`src/rtl/spi_lcd_pkg.sv`:
```
// Shared command codes and decoder state encoding for the SPI LCD responder.
package spi_lcd_pkg;

    localparam logic [7:0] CMD_CASET = 8'h2A;
    localparam logic [7:0] CMD_RASET = 8'h2B;
    localparam logic [7:0] CMD_RAMWR = 8'h2C;

    typedef enum logic [2:0] {
        IDLE,
        CA_P,
        RA_P,
        RAMWR,
        OTHER
    } lcd_state_t;

endpackage

```
`src/rtl/spi_byte_rx.sv`:
```
// Oversampling SPI mode-0 byte receiver: synchronizes the bus, detects sclk rises
// and assembles MSB-first bytes, tagging each with the dc level at its last bit.
module spi_byte_rx (
    input  logic       clk,
    input  logic       resetn,
    input  logic       spi_sclk,
    input  logic       spi_mosi,
    input  logic       spi_cs_n,
    input  logic       lcd_dc,
    output logic       byte_valid,
    output logic [7:0] rx_byte,
    output logic       dc_at_byte,
    output logic       cs_idle
);

    // bit order {dc, cs_n, mosi, sclk}; cs_n resets to its idle level
    localparam logic [3:0] SYNC_INIT = 4'b0100;

    logic [3:0] raw_bus;
    logic [3:0] sync_bus;

    assign raw_bus = {lcd_dc, spi_cs_n, spi_mosi, spi_sclk};

    genvar gi;
    generate
        for (gi = 0; gi < 4; gi++) begin : g_sync
            logic meta_reg;
            logic sync_reg;
            always_ff @(posedge clk or negedge resetn) begin
                if (!resetn) begin
                    meta_reg <= SYNC_INIT[gi];
                    sync_reg <= SYNC_INIT[gi];
                end else begin
                    meta_reg <= raw_bus[gi];
                    sync_reg <= meta_reg;
                end
            end
            assign sync_bus[gi] = sync_reg;
        end
    endgenerate

    logic       sclk_prev_reg;
    logic       rise_reg;
    logic       bit_reg;
    logic       dc_reg;
    logic       cs_reg;
    logic [6:0] shift_reg;
    logic [2:0] cnt_reg;
    logic       byte_valid_reg;
    logic [7:0] byte_reg;
    logic       dc_byte_reg;

    // Edge detect is registered so the byte strobe lands a fixed pipeline depth after sclk.
    always_ff @(posedge clk or negedge resetn) begin
        if (!resetn) begin
            sclk_prev_reg <= 1'b0;
            rise_reg      <= 1'b0;
            bit_reg       <= 1'b0;
            dc_reg        <= 1'b0;
            cs_reg        <= 1'b1;
        end else begin
            sclk_prev_reg <= sync_bus[0];
            rise_reg      <= sync_bus[0] & ~sclk_prev_reg & ~sync_bus[2];
            bit_reg       <= sync_bus[1];
            dc_reg        <= sync_bus[3];
            cs_reg        <= sync_bus[2];
        end
    end

    always_ff @(posedge clk or negedge resetn) begin
        if (!resetn) begin
            shift_reg      <= 7'd0;
            cnt_reg        <= 3'd0;
            byte_valid_reg <= 1'b0;
            byte_reg       <= 8'd0;
            dc_byte_reg    <= 1'b0;
        end else begin
            byte_valid_reg <= 1'b0;
            if (cs_reg) begin
                cnt_reg <= 3'd0;
            end else if (rise_reg) begin
                shift_reg <= {shift_reg[5:0], bit_reg};
                cnt_reg   <= cnt_reg + 3'd1;
                if (cnt_reg == 3'd7) begin
                    byte_valid_reg <= 1'b1;
                    byte_reg       <= {shift_reg, bit_reg};
                    dc_byte_reg    <= dc_reg;
                end
            end
        end
    end

    assign byte_valid = byte_valid_reg;
    assign rx_byte    = byte_reg;
    assign dc_at_byte = dc_byte_reg;
    assign cs_idle    = cs_reg;

endmodule

```
`src/rtl/spi_lcd_rx.sv`:
```
// SPI LCD responder: decodes CASET/RASET/RAMWR from received bytes and emits
// addressed RGB565 pixel writes walking the programmed window.
module spi_lcd_rx
    import spi_lcd_pkg::*;
#(
    parameter int CW    = 9,
    parameter int X_MAX = 239,
    parameter int Y_MAX = 319
) (
    input  logic          clk,
    input  logic          resetn,
    input  logic          spi_sclk,
    input  logic          spi_mosi,
    input  logic          spi_cs_n,
    input  logic          lcd_dc,
    output logic          cmd_valid,
    output logic [7:0]    cmd_byte,
    output logic          pix_valid,
    output logic [CW-1:0] pix_x,
    output logic [CW-1:0] pix_y,
    output logic [15:0]   pix_data,
    output logic          frame_start
);

    logic       byte_valid;
    logic [7:0] rx_byte;
    logic       dc_at_byte;
    logic       cs_idle;

    spi_byte_rx u_byte_rx (
        .clk        (clk),
        .resetn     (resetn),
        .spi_sclk   (spi_sclk),
        .spi_mosi   (spi_mosi),
        .spi_cs_n   (spi_cs_n),
        .lcd_dc     (lcd_dc),
        .byte_valid (byte_valid),
        .rx_byte    (rx_byte),
        .dc_at_byte (dc_at_byte),
        .cs_idle    (cs_idle)
    );

    lcd_state_t    state_reg, state_next;
    logic [1:0]    pcnt_reg, pcnt_next;
    logic          half_reg, half_next;
    logic [7:0]    hi_reg, hi_next;
    logic [23:0]   par_reg, par_next;
    logic [CW-1:0] xs_reg, xs_next, xe_reg, xe_next;
    logic [CW-1:0] ys_reg, ys_next, ye_reg, ye_next;
    logic [CW-1:0] x_reg, x_next, y_reg, y_next;
    logic          cmd_valid_reg, cmd_valid_next;
    logic [7:0]    cmd_byte_reg, cmd_byte_next;
    logic          pix_valid_reg, pix_valid_next;
    logic [CW-1:0] pix_x_reg, pix_x_next, pix_y_reg, pix_y_next;
    logic [15:0]   pix_data_reg, pix_data_next;
    logic          frame_start_reg, frame_start_next;

    always_ff @(posedge clk or negedge resetn) begin
        if (!resetn) begin
            state_reg       <= IDLE;
            pcnt_reg        <= 2'd0;
            half_reg        <= 1'b0;
            hi_reg          <= 8'd0;
            par_reg         <= 24'd0;
            xs_reg          <= '0;
            xe_reg          <= CW'(X_MAX);
            ys_reg          <= '0;
            ye_reg          <= CW'(Y_MAX);
            x_reg           <= '0;
            y_reg           <= '0;
            cmd_valid_reg   <= 1'b0;
            cmd_byte_reg    <= 8'h00;
            pix_valid_reg   <= 1'b0;
            pix_x_reg       <= '0;
            pix_y_reg       <= '0;
            pix_data_reg    <= 16'd0;
            frame_start_reg <= 1'b0;
        end else begin
            state_reg       <= state_next;
            pcnt_reg        <= pcnt_next;
            half_reg        <= half_next;
            hi_reg          <= hi_next;
            par_reg         <= par_next;
            xs_reg          <= xs_next;
            xe_reg          <= xe_next;
            ys_reg          <= ys_next;
            ye_reg          <= ye_next;
            x_reg           <= x_next;
            y_reg           <= y_next;
            cmd_valid_reg   <= cmd_valid_next;
            cmd_byte_reg    <= cmd_byte_next;
            pix_valid_reg   <= pix_valid_next;
            pix_x_reg       <= pix_x_next;
            pix_y_reg       <= pix_y_next;
            pix_data_reg    <= pix_data_next;
            frame_start_reg <= frame_start_next;
        end
    end

    always_comb begin
        state_next       = state_reg;
        pcnt_next        = pcnt_reg;
        half_next        = half_reg;
        hi_next          = hi_reg;
        par_next         = par_reg;
        xs_next          = xs_reg;
        xe_next          = xe_reg;
        ys_next          = ys_reg;
        ye_next          = ye_reg;
        x_next           = x_reg;
        y_next           = y_reg;
        cmd_valid_next   = 1'b0;
        cmd_byte_next    = cmd_byte_reg;
        pix_valid_next   = 1'b0;
        pix_x_next       = pix_x_reg;
        pix_y_next       = pix_y_reg;
        pix_data_next    = pix_data_reg;
        frame_start_next = 1'b0;

        // A deselect drops any half-received pixel but keeps the stream position.
        if (cs_idle) begin
            half_next = 1'b0;
        end

        if (byte_valid) begin
            if (!dc_at_byte) begin
                cmd_valid_next = 1'b1;
                cmd_byte_next  = rx_byte;
                pcnt_next      = 2'd0;
                half_next      = 1'b0;
                case (rx_byte)
                    CMD_CASET: state_next = CA_P;
                    CMD_RASET: state_next = RA_P;
                    CMD_RAMWR: begin
                        state_next       = RAMWR;
                        frame_start_next = 1'b1;
                        x_next           = xs_reg;
                        y_next           = ys_reg;
                    end
                    default:   state_next = OTHER;
                endcase
            end else begin
                case (state_reg)
                    CA_P, RA_P: begin
                        if (pcnt_reg == 2'd3) begin
                            if (state_reg == CA_P) begin
                                xs_next = CW'(par_reg[23:8]);
                                xe_next = CW'({par_reg[7:0], rx_byte});
                            end else begin
                                ys_next = CW'(par_reg[23:8]);
                                ye_next = CW'({par_reg[7:0], rx_byte});
                            end
                            pcnt_next  = 2'd0;
                            state_next = IDLE;
                        end else begin
                            par_next  = {par_reg[15:0], rx_byte};
                            pcnt_next = pcnt_reg + 2'd1;
                        end
                    end
                    RAMWR: begin
                        if (!half_reg) begin
                            hi_next   = rx_byte;
                            half_next = 1'b1;
                        end else begin
                            half_next      = 1'b0;
                            pix_valid_next = 1'b1;
                            pix_data_next  = {hi_reg, rx_byte};
                            pix_x_next     = x_reg;
                            pix_y_next     = y_reg;
                            // wrap tests equality only, so inverted windows run modulo 2^CW
                            if (x_reg == xe_reg) begin
                                x_next = xs_reg;
                                y_next = (y_reg == ye_reg) ? ys_reg : y_reg + 1'b1;
                            end else begin
                                x_next = x_reg + 1'b1;
                            end
                        end
                    end
                    default: ;
                endcase
            end
        end
    end

    assign cmd_valid   = cmd_valid_reg;
    assign cmd_byte    = cmd_byte_reg;
    assign pix_valid   = pix_valid_reg;
    assign pix_x       = pix_x_reg;
    assign pix_y       = pix_y_reg;
    assign pix_data    = pix_data_reg;
    assign frame_start = frame_start_reg;

endmodule

```
`config.mk`:
```
export PLATFORM = sky130hd
export DESIGN_NAME = spi_lcd_rx
export DESIGN_NICKNAME = d
export VERILOG_FILES = /design/src/rtl/spi_lcd_pkg.sv /design/src/rtl/spi_byte_rx.sv /design/src/rtl/spi_lcd_rx.sv
export SDC_FILE = /design/constraint.sdc
export NUM_CORES = 1
export LEC_CHECK = 0
export BUFFER_PORTS_ARGS = -buffer_cell sky130_fd_sc_hd__buf_2
export CELL_PAD_IN_SITES_DETAIL_PLACEMENT = 0
export CELL_PAD_IN_SITES_GLOBAL_PLACEMENT = 1
export CORE_UTILIZATION = 35
export CTS_CLUSTER_SIZE = 10
export DETAILED_ROUTE_END_ITERATION = 12
export GPL_TIMING_DRIVEN = 0
export PLACE_DENSITY = 0.71
export SLEW_MARGIN = 10
export SYNTH_ARGS = -nofsm -noshare
export SYNTH_HDL_FRONTEND = slang
export SYNTH_SLANG_ARGS = --single-unit
```
`constraint.sdc`:
```
create_clock -name clk -period 1.74 [get_ports clk]
set_input_delay 0.348 -clock clk [delete_from_list [all_inputs] [get_ports clk]]
set_output_delay 0.348 -clock clk [all_outputs]
set_load 0.01 [all_outputs]
```
Word-level counts from Yosys, hierarchy flattened --
Cells that the tools add are included.
Storage, ports and cells: logic and storage cells 116, bits in registers 163, output and inout port bits 45, input port bits 6
Cells by class: $add $sub $neg 4, equality and inequality tests 15, muxes and demuxes 37, reduce and logical (&&, ||, !) cells 15, bitwise logic cells 9
Operators by type and width (count):
- 2-to-1 mux 9 bit | 11
- == test 8 x 6 -> 1 bit (second input constant) | 3
- adder 9 x 1 -> 9 bit (second input constant) | 2
- == test 9 bit | 2
- 2-to-1 mux 1 bit | 17
- AND reduction 4 bit | 4
- 2-to-1 mux 3 bit | 5
- AND reduction 5 bit | 3
- inequality test 2 bit (second input constant) | 5
- case mux 3 bit (3 select lines) | 1
- NOT 1 bit | 7
- == test 3 x 2 -> 1 bit (second input constant) | 2
- 2-to-1 mux 2 bit | 3
- AND reduction 2 bit | 3
- AND reduction 3 bit | 2
- nonzero test 2 bit | 2
- adder 3 x 1 -> 3 bit (second input constant) | 1
- == test 3 x 1 -> 1 bit (second input constant) | 1
- == test 3 bit (second input constant) | 1
- adder 2 x 1 -> 2 bit (second input constant) | 1
- bitwise AND 1 bit | 2
- == test 2 bit (second input constant) | 1
- OR reduction 2 bit | 1

Longest topological paths before layout --
Gate-level depths: netlist of run 1.
depth after elaboration 6, depth in mapped cells 8

By module --
Synthesis of run 1 repeated with hierarchy kept, for this count alone.
Unflattened totals: cells, all modules 500, area total of the unflattened synthesis 6857.8 sq um
Modules (own cells, without submodules):
- spi_lcd_rx | area an instance 5675.4 sq um, instances 1, cells each 436
- spi_byte_rx | area an instance 1182.4 sq um, instances 1, cells each 64

Worst setup path before layout of run 1 --
Ideal clock, no wire load.
path type register to register, from reg state_reg[1], to reg par_reg[4], cell stages (with the launch flop) 7, arrival time 1.650 ns, path slack -0.037 ns, library setup time 0.128 ns, cells stage by stage dfrtp_1 -> nand2b_1 -> a21oi_1 -> and4b_1 -> buf_2 -> buf_6 -> mux2_1
On the way: longest elaborated chain between the ends 3, elaborated cells between the ends (all ways) 4, classes of those cells 2 x eq/ne; 2 x reduce/logical
RTL lines:
- from (decl) | line spi_lcd_rx.sv:43 | lcd_state_t state_reg, state_next;
- from (signal assigned) | line spi_lcd_rx.sv:79 | state_reg <= state_next;
- == test 3 x 1 -> 1 bit / == test 3 x 2 -> 1 bit (equally long branches) | line spi_lcd_rx.sv:143 | case (state_reg)
- OR reduction 2 bit * | line spi_lcd_rx.sv:143
- AND reduction 4 bit (no source line) *
- to (signal assigned) | line spi_lcd_rx.sv:83 | par_reg <= par_next;
- to (decl) | line spi_lcd_rx.sv:47 | logic [23:0] par_reg, par_next;
Every way passes the cells marked *; elsewhere a longest branch is shown, timed or not. A chain may end at the register's enable or synchronous reset.

Worst setup path in the final report of run 1 --
from reg x_reg[1], to reg x_reg[2]
On the way: longest elaborated chain between the ends 5, elaborated cells between the ends (all ways) 6, classes of those cells 1 x add/sub; 1 x eq/ne; 4 x mux
RTL lines:
- from (decl) | line spi_lcd_rx.sv:50 | logic [CW-1:0] x_reg, x_next, y_reg, y_next;
- from (signal assigned) | line spi_lcd_rx.sv:88 | x_reg <= x_next;
- adder 9 x 1 -> 9 bit / == test 9 bit (equally long branches) | line spi_lcd_rx.sv:175, spi_lcd_rx.sv:171
- 2-to-1 mux 9 bit * | line spi_lcd_rx.sv:171 | if (x_reg == xe_reg) begin
- 2-to-1 mux 9 bit * | line spi_lcd_rx.sv:161 | if (!half_reg) begin
- 2-to-1 mux 9 bit * | line spi_lcd_rx.sv:143
- 2-to-1 mux 9 bit * | line spi_lcd_rx.sv:126 | if (!dc_at_byte) begin
Every way passes the cells marked *; elsewhere a longest branch is shown, timed or not. The select of a mux whose other input is x is not followed.

==> qor.tcl, run 1 <==
set qor(holdWs_ns) 0.0302
set qor(syn_inst) 510
set qor(fillCellCount) 1745
set qor(drc_errors) 0
set qor(violated_checks) {setup timing}
set qor(htree_num_levels) 4
set qor(max_cap_violations) 0
set qor(power.density_cell_area_nw_per_um2) 885
set qor(grt_antenna_before_repair) 0
set qor(via_count_of_the_first_global_routing_pass) 4567
set qor(critPathArrivalTime_ns) 2.18
set qor(synth_top_area_cell) {dfrtp_1}
set qor(routabilityCongestion) 0.811
set qor(worst-r2r-cell-count) 6
set qor(layout.cells.non_filler) 893
set qor(finalNetCount) 631
set qor(synth_ff_type) {dfrtp_1}
set qor(postPlaceCellArea_um2) 7450
set qor(synthesis.yosys.warnings) 0
set qor(postRouteAntennaNets) 0
set qor(hold_viol) 0
set qor(worst_skew_pair.late_latency_ns) 0.42
set qor(total_global_routing_overflow) 0
set qor(design.core.area_um2) 18900
set qor(critical_path_sink_type) {flip-flop}
set qor(timing.final.max_slew_violations) 0
set qor(max_freq_mhz) 532
set qor(global_route_usage_sum_pct) 15.8
set qor(hpwlAfterDp_mm) 9.53
set qor(synth_largest_type_area_fraction_pct) 53.5
set qor(layout-drive-gt1-share_pct) 49.8
set qor(io_buffer_count) 50
set qor(number_of_enable_flip_flop_cells_after_synthesis) 0
set qor(numPlacedInstances) 821
set qor(cts_made_buffers) 17
set qor(timing.final.setup_violations) 18
set qor(yosys_reg_bits) 163
set qor(cts.sinks) 163
set qor(max_buffers_root_to_sink) 2
set qor(drtIter0Drc) 290
set qor(ios) 51
set qor(hold_path_depth) 1
set qor(grt_setup_unrepaired) {true}
set qor(run_status) {finished with violations}
set qor(grt_pass1_wl_mm) 24.1
set qor(multi_input_area_um2) 2830
set qor(vias) 4416
set qor(cellLeakagePower_nw) 4.29
set qor(synth_area_leaders) {dfrtp_1 53%, mux2_2 17%, dfstp_2 6.5%, nand2_1 2.5%, xor2_1 2.1%}
set qor(die-area_um2) 20100
set qor(max_slew.worst_pin.slew_ns) 0.710
set qor(area_delta_synth_final_pct) 28.1
set qor(critical_path_required_ns) 2.04
set qor(synthesized_area_per_cell_um2) 13.4
set qor(maximum_number_of_pins_on_one_net_before_global_route_repair) 98
set qor(antenna_cells) 0
set qor(root_buf_cell) {clkbuf_16}
set qor(route.final.wire_length_mm) 15.3
set qor(post_drt_via_cell_ratio) 4.95
set qor(syn-num-nets) 521
set qor(clkSlewWorstSetupHoldPaths_ns) 0.07
set qor(num_rows) 50
set qor(hold_path_class) {in2reg}
set qor(worst_ir_drop_vdd_mv) 0.820
set qor(finalClockSkew_ns) 0.00809
set qor(post_synth_num_cell_types) 58
set qor(final_cycle_share_pct) 108
set qor(finalCriticalPeriod_ns) 1.88
set qor(cp-start-kind) {flip-flop}
set qor(type_of_the_worst_setup_path) {reg2reg}
set qor(largest_reg_flops) 17
set qor(routed_wire_length_per_instance_um) 17.1
set qor(mappedNetlistArea_um2) 6830
set qor(layout.area.seq_um2) 4110
set qor(final_cell_area_um2) 8750
set qor(dieWidth_um) 142
set qor(drt_pre_antenna_iters) 4
set qor(synth_seq_area_share_pct) 60.0
set qor(total_power_w) 0.00775
set qor(tns_ns) -1.45
set qor(critical_path.max_fanout) 7
set qor(floorplan.die.height_um) 142
set qor(floorplan.initialDensity_pct) 36.2
set qor(synth_async_sr_flop_share_pct) 100
set qor(max-slew-margin-rel_pct) 52.7
set qor(cts_tree) {done}
set qor(postLayoutSetupSlackWorst_ns) -0.140
==> final timing paths <==
path,endpoint,slack (ns),from
min in group asynchronous,pix_data[4],0.53,resetn
min,u_byte_rx.g_sync[1].meta_reg,0.03,spi_mosi
min reg2reg,u_byte_rx.g_sync[3].sync_reg,0.35,u_byte_rx.g_sync[3].meta_reg
max in group asynchronous,xe_reg[7],0.39,resetn
max reg2reg,x_reg[2],-0.14,x_reg[1]
max,x_reg[2],-0.14,x_reg[1]
==> cell type report <==
cell class              count  share of cell area (%)
plain buffers              20                    2.14
clock buffers              18                    5.02
clock inverters            14                    1.73
inverters                  11                   0.472
multi-input cells         316                    32.3
flip-flops and latches    163                    46.9
well taps                 260                    3.72
repair buffers             91                    7.65
==> through the flow <==
stage	utilization (%)	setup WS, ns
CTS	44.5	-0.164
detailed placement	39.4	-0.373
global placement	39.2	-2.06
finish	46.3	-0.140
global route	46.3	-0.253
floorplan	-	0.0186
==> report_power, final <==
group	internal (W)	total, W	switching (W)
logic	0.0000515	0.000139	0.0000870
clock network	0.00216	0.00372	0.00156
registers	0.00385	0.00388	0.0000325
total	0.00607	0.00775	0.00168
==> synth_stat cells, types with 9 or more instances <==
cell and instances:
o21ai_0 11, mux2_2 102, xor2_1 16, inv_1 11, o21ai_1 11, nor2_1 12
mux2i_1 9, a21oi_1 13, nand3_1 14, buf_2 13, nand2_1 45, mux2_1 9
dfstp_2 17, dfrtp_1 146
==> cell usage in the layout, fill, tap and decap left out, types with 5 or more instances in the layout <==
| cell | count |
|---|---|
| a21oi_1 | 6 |
| a21oi_2 | 5 |
| buf_2 | 54 |
| buf_4 | 35 |
| buf_6 | 9 |
| clkbuf_16 | 19 |
| clkinvlp_4 | 5 |
| dfrtp_1 | 139 |
| dfrtp_2 | 7 |
| dfstp_2 | 17 |
| ha_1 | 5 |
| inv_1 | 11 |
| mux2_1 | 9 |
| mux2_2 | 102 |
| mux2i_1 | 8 |
| nand2_1 | 43 |
| nand3_1 | 11 |
| nor2_1 | 12 |
| o21ai_0 | 10 |
| o21ai_1 | 12 |
| xor2_1 | 11 |
| xor2_2 | 5 |
==> cell families after synthesis <==
logic type	count (synthesis)	synth area share, %
XOR/XNOR	20	2.56
AND/OR/NAND/NOR	108	8.28
flip-flops	163	60.0
adder cells (fa/ha/maj)	5	0.916
buffers and inverters	33	2.55
multiplexers	120	19.6
AO/OA/AOI/OAI	61	6.06
==> layer usage <==
metal / GRT usage (%) / routed length [um]
met1: 19.9 / 6820
met2: 25.9 / 7600
met3: 3.75 / 559
met4: 7.02 / 293
met5: 0 / 0
==> worst max-delay path: stages (launching register included) <==
cell     delay [ns]
dfrtp_1        0.46
xor2_2         0.19
nor4_4         0.32
a41o_4         0.32
buf_6          0.16
mux2i_1        0.19
a22oi_1        0.11
==> repair_timing <==
action / 4_1_cts / 5_1_grt
pin swaps: 17 / 12
buffers inserted: 21 / 12
gates resized for setup: 46 / 38
cloned: 3 / 4
hold endpoints to repair: 69 / 1
hold buffers: 1 / 1
setup endpoints to repair: 101 / 71
Power figures use the tool's default switching activity.
==> run 2: changes to the inputs <==
Settings changed: MAX_ROUTING_LAYER from default to met4.
==> qor.tcl, run 2 (synthesis gave the netlist of run 1 again) <==
set qor(max_slew.worst_pin.slew_ns) 0.710 ;# +0.000543 ns
set qor(postPlaceCellArea_um2) 7450 ;# unchanged
set qor(floorplan.initialDensity_pct) 36.2 ;# unchanged
set qor(post_drt_via_cell_ratio) 4.93 ;# -0.32%
set qor(global_route_usage_sum_pct) 16.3 ;# +0.50 points
set qor(critPathArrivalTime_ns) 2.18 ;# about the same
set qor(finalCriticalPeriod_ns) 1.88 ;# +0.000993 ns
set qor(layout-drive-gt1-share_pct) 50.0 ;# +0.24 points
set qor(final_cycle_share_pct) 108 ;# about the same
set qor(cellLeakagePower_nw) 4.29 ;# about the same
set qor(route.final.wire_length_mm) 15.3 ;# about the same
set qor(via_count_of_the_first_global_routing_pass) 4567 ;# unchanged
set qor(hold_path_depth) 1 ;# unchanged
set qor(critical_path_sink_type) {flip-flop}
set qor(max_buffers_root_to_sink) 2 ;# unchanged
set qor(hold_path_class) {in2reg}
set qor(htree_num_levels) 4 ;# unchanged
set qor(maximum_number_of_pins_on_one_net_before_global_route_repair) 98 ;# unchanged
set qor(antenna_cells) 0 ;# unchanged
set qor(routed_wire_length_per_instance_um) 17.1 ;# about the same
set qor(clkSlewWorstSetupHoldPaths_ns) 0.07 ;# about the same
set qor(routabilityCongestion) 0.823 ;# +1.5%
set qor(worst_skew_pair.late_latency_ns) 0.42 ;# about the same
set qor(worst_ir_drop_vdd_mv) 0.820 ;# about the same
set qor(design.core.area_um2) 18900 ;# unchanged
set qor(die-area_um2) 20100 ;# unchanged
set qor(postRouteAntennaNets) 0 ;# unchanged
set qor(most_common_cell_after_layout_fill_and_taps_aside) {dfrtp_1}
set qor(cts_tree) {done}
set qor(num_rows) 50 ;# unchanged
set qor(hpwlAfterDp_mm) 9.53 ;# unchanged
set qor(numPlacedInstances) 821 ;# unchanged
set qor(finalNetCount) 630 ;# -0.16%
set qor(grt_pass1_wl_mm) 24.1 ;# about the same
set qor(largest_reg_flops) 17 ;# unchanged
set qor(max_cap_violations) 0 ;# unchanged
set qor(timing.final.setup_violations) 18 ;# unchanged
set qor(drt_pre_antenna_iters) 4 ;# unchanged
set qor(grt_antenna_before_repair) 0 ;# unchanged
set qor(floorplan.die.height_um) 142 ;# unchanged
set qor(root_buf_cell) {clkbuf_16}
set qor(cts.sinks) 163 ;# unchanged
set qor(timing.final.max_slew_violations) 0 ;# unchanged
set qor(run_status) {finished with violations}
set qor(cts_made_buffers) 17 ;# unchanged
set qor(drtIter0Drc) 275 ;# -5.2%
set qor(max_freq_mhz) 532 ;# about the same
set qor(vias) 4397 ;# -0.43%
set qor(area_delta_synth_final_pct) 28.6
set qor(worst-r2r-cell-count) 6 ;# unchanged
set qor(critical_path.max_fanout) 7 ;# unchanged
set qor(total_power_w) 0.00775 ;# about the same
set qor(final_cell_area_um2) 8780 ;# +0.33%
set qor(ios) 51 ;# unchanged
set qor(max-slew-margin-rel_pct) 52.6 ;# about the same
set qor(critical_path_required_ns) 2.04 ;# about the same
set qor(dieWidth_um) 142 ;# unchanged
set qor(io_buffer_count) 50 ;# unchanged
set qor(total_global_routing_overflow) 0 ;# unchanged
set qor(power.density_cell_area_nw_per_um2) 882 ;# -0.28%
set qor(grt_setup_unrepaired) {true}
set qor(postLayoutSetupSlackWorst_ns) -0.141 ;# -0.000993 ns
set qor(finalClockSkew_ns) 0.00725 ;# -0.000840 ns
set qor(layout.cells.non_filler) 892 ;# -0.11%
set qor(violated_checks) {setup timing}
set qor(cp-start-kind) {flip-flop}
set qor(hold_viol) 0 ;# unchanged
set qor(type_of_the_worst_setup_path) {reg2reg}
set qor(drc_errors) 0 ;# unchanged
set qor(layout_common_cells) {139 x dfrtp_1, 102 x mux2_2, 53 x buf_2}
[run 2: report_power, final]
part / leakage (nW) / internal, W / switching, W
Sequential: 2.18 / 0.00385 / 0.0000324
Combinational: 1.83 / 0.0000515 / 0.0000869
Clock: 0.276 / 0.00216 / 0.00156
[run 2: metal layers]
layer  global-route usage [%]  vias up  part of all wire (%)
met2                     25.9      113                    50
li1                         -     2022                     -
met1                     20.0     2241                    44
met3                     3.75       21                   4.4
met4                     7.02        0                   2.0
met5                        -        -                     0
[run 2: critical path, cell delays in order (launching register included)]
cell and delay, ns:
dfstp_2 0.55, xor2_2 0.08, nor4_4 0.32, a41o_4 0.32, buf_6 0.17, mux2i_1 0.20
a22oi_1 0.11
[run 2: final cells by class]
class	count	area [um^2]
multi-input combinational	316	2860
inverter	11	41.3
tap	260	325
sequential	163	4110
clock buffer	18	439
buffer	20	190
timing repair buffer	90	671
fill	1734	10100
clock inverter	14	151
[run 2: final timing paths]
check | startpoint | endpoint | slack [ns]
worst max-delay path | xe_reg[3] | x_reg[2] | -0.14
worst min-delay path | spi_mosi | u_byte_rx.g_sync[1].meta_reg | 0.03
worst max register to register | xe_reg[3] | x_reg[2] | -0.14
worst min register to register | u_byte_rx.g_sync[3].meta_reg | u_byte_rx.g_sync[3].sync_reg | 0.35
max in group asynchronous | resetn | xe_reg[7] | 0.38
min in group asynchronous | resetn | pix_data[4] | 0.52
[run 2: through the flow]
step	util [%]	TNS, ns	setup WS (ns)	hold WS [ns]
finish	46.5	-1.41	-0.141	0.0297
global route	46.5	-3.23	-0.240	0.0128
CTS	44.5	-1.97	-0.164	0.00143
detailed placement	39.4	-22.15	-0.373	0.336
global placement	39.2	-338.02	-2.06	0.334
floorplan	-	0	0.0186	0.0524
[run 2: what timing repair did]
action                     4_1_cts  5_1_grt
gates cloned                     3        4
setup endpoints to repair      101       71
pin swaps                       17       12
setup buffers                   21       11
hold buffers                     1        1
hold endpoints to repair        69        1
resized for setup               46       42
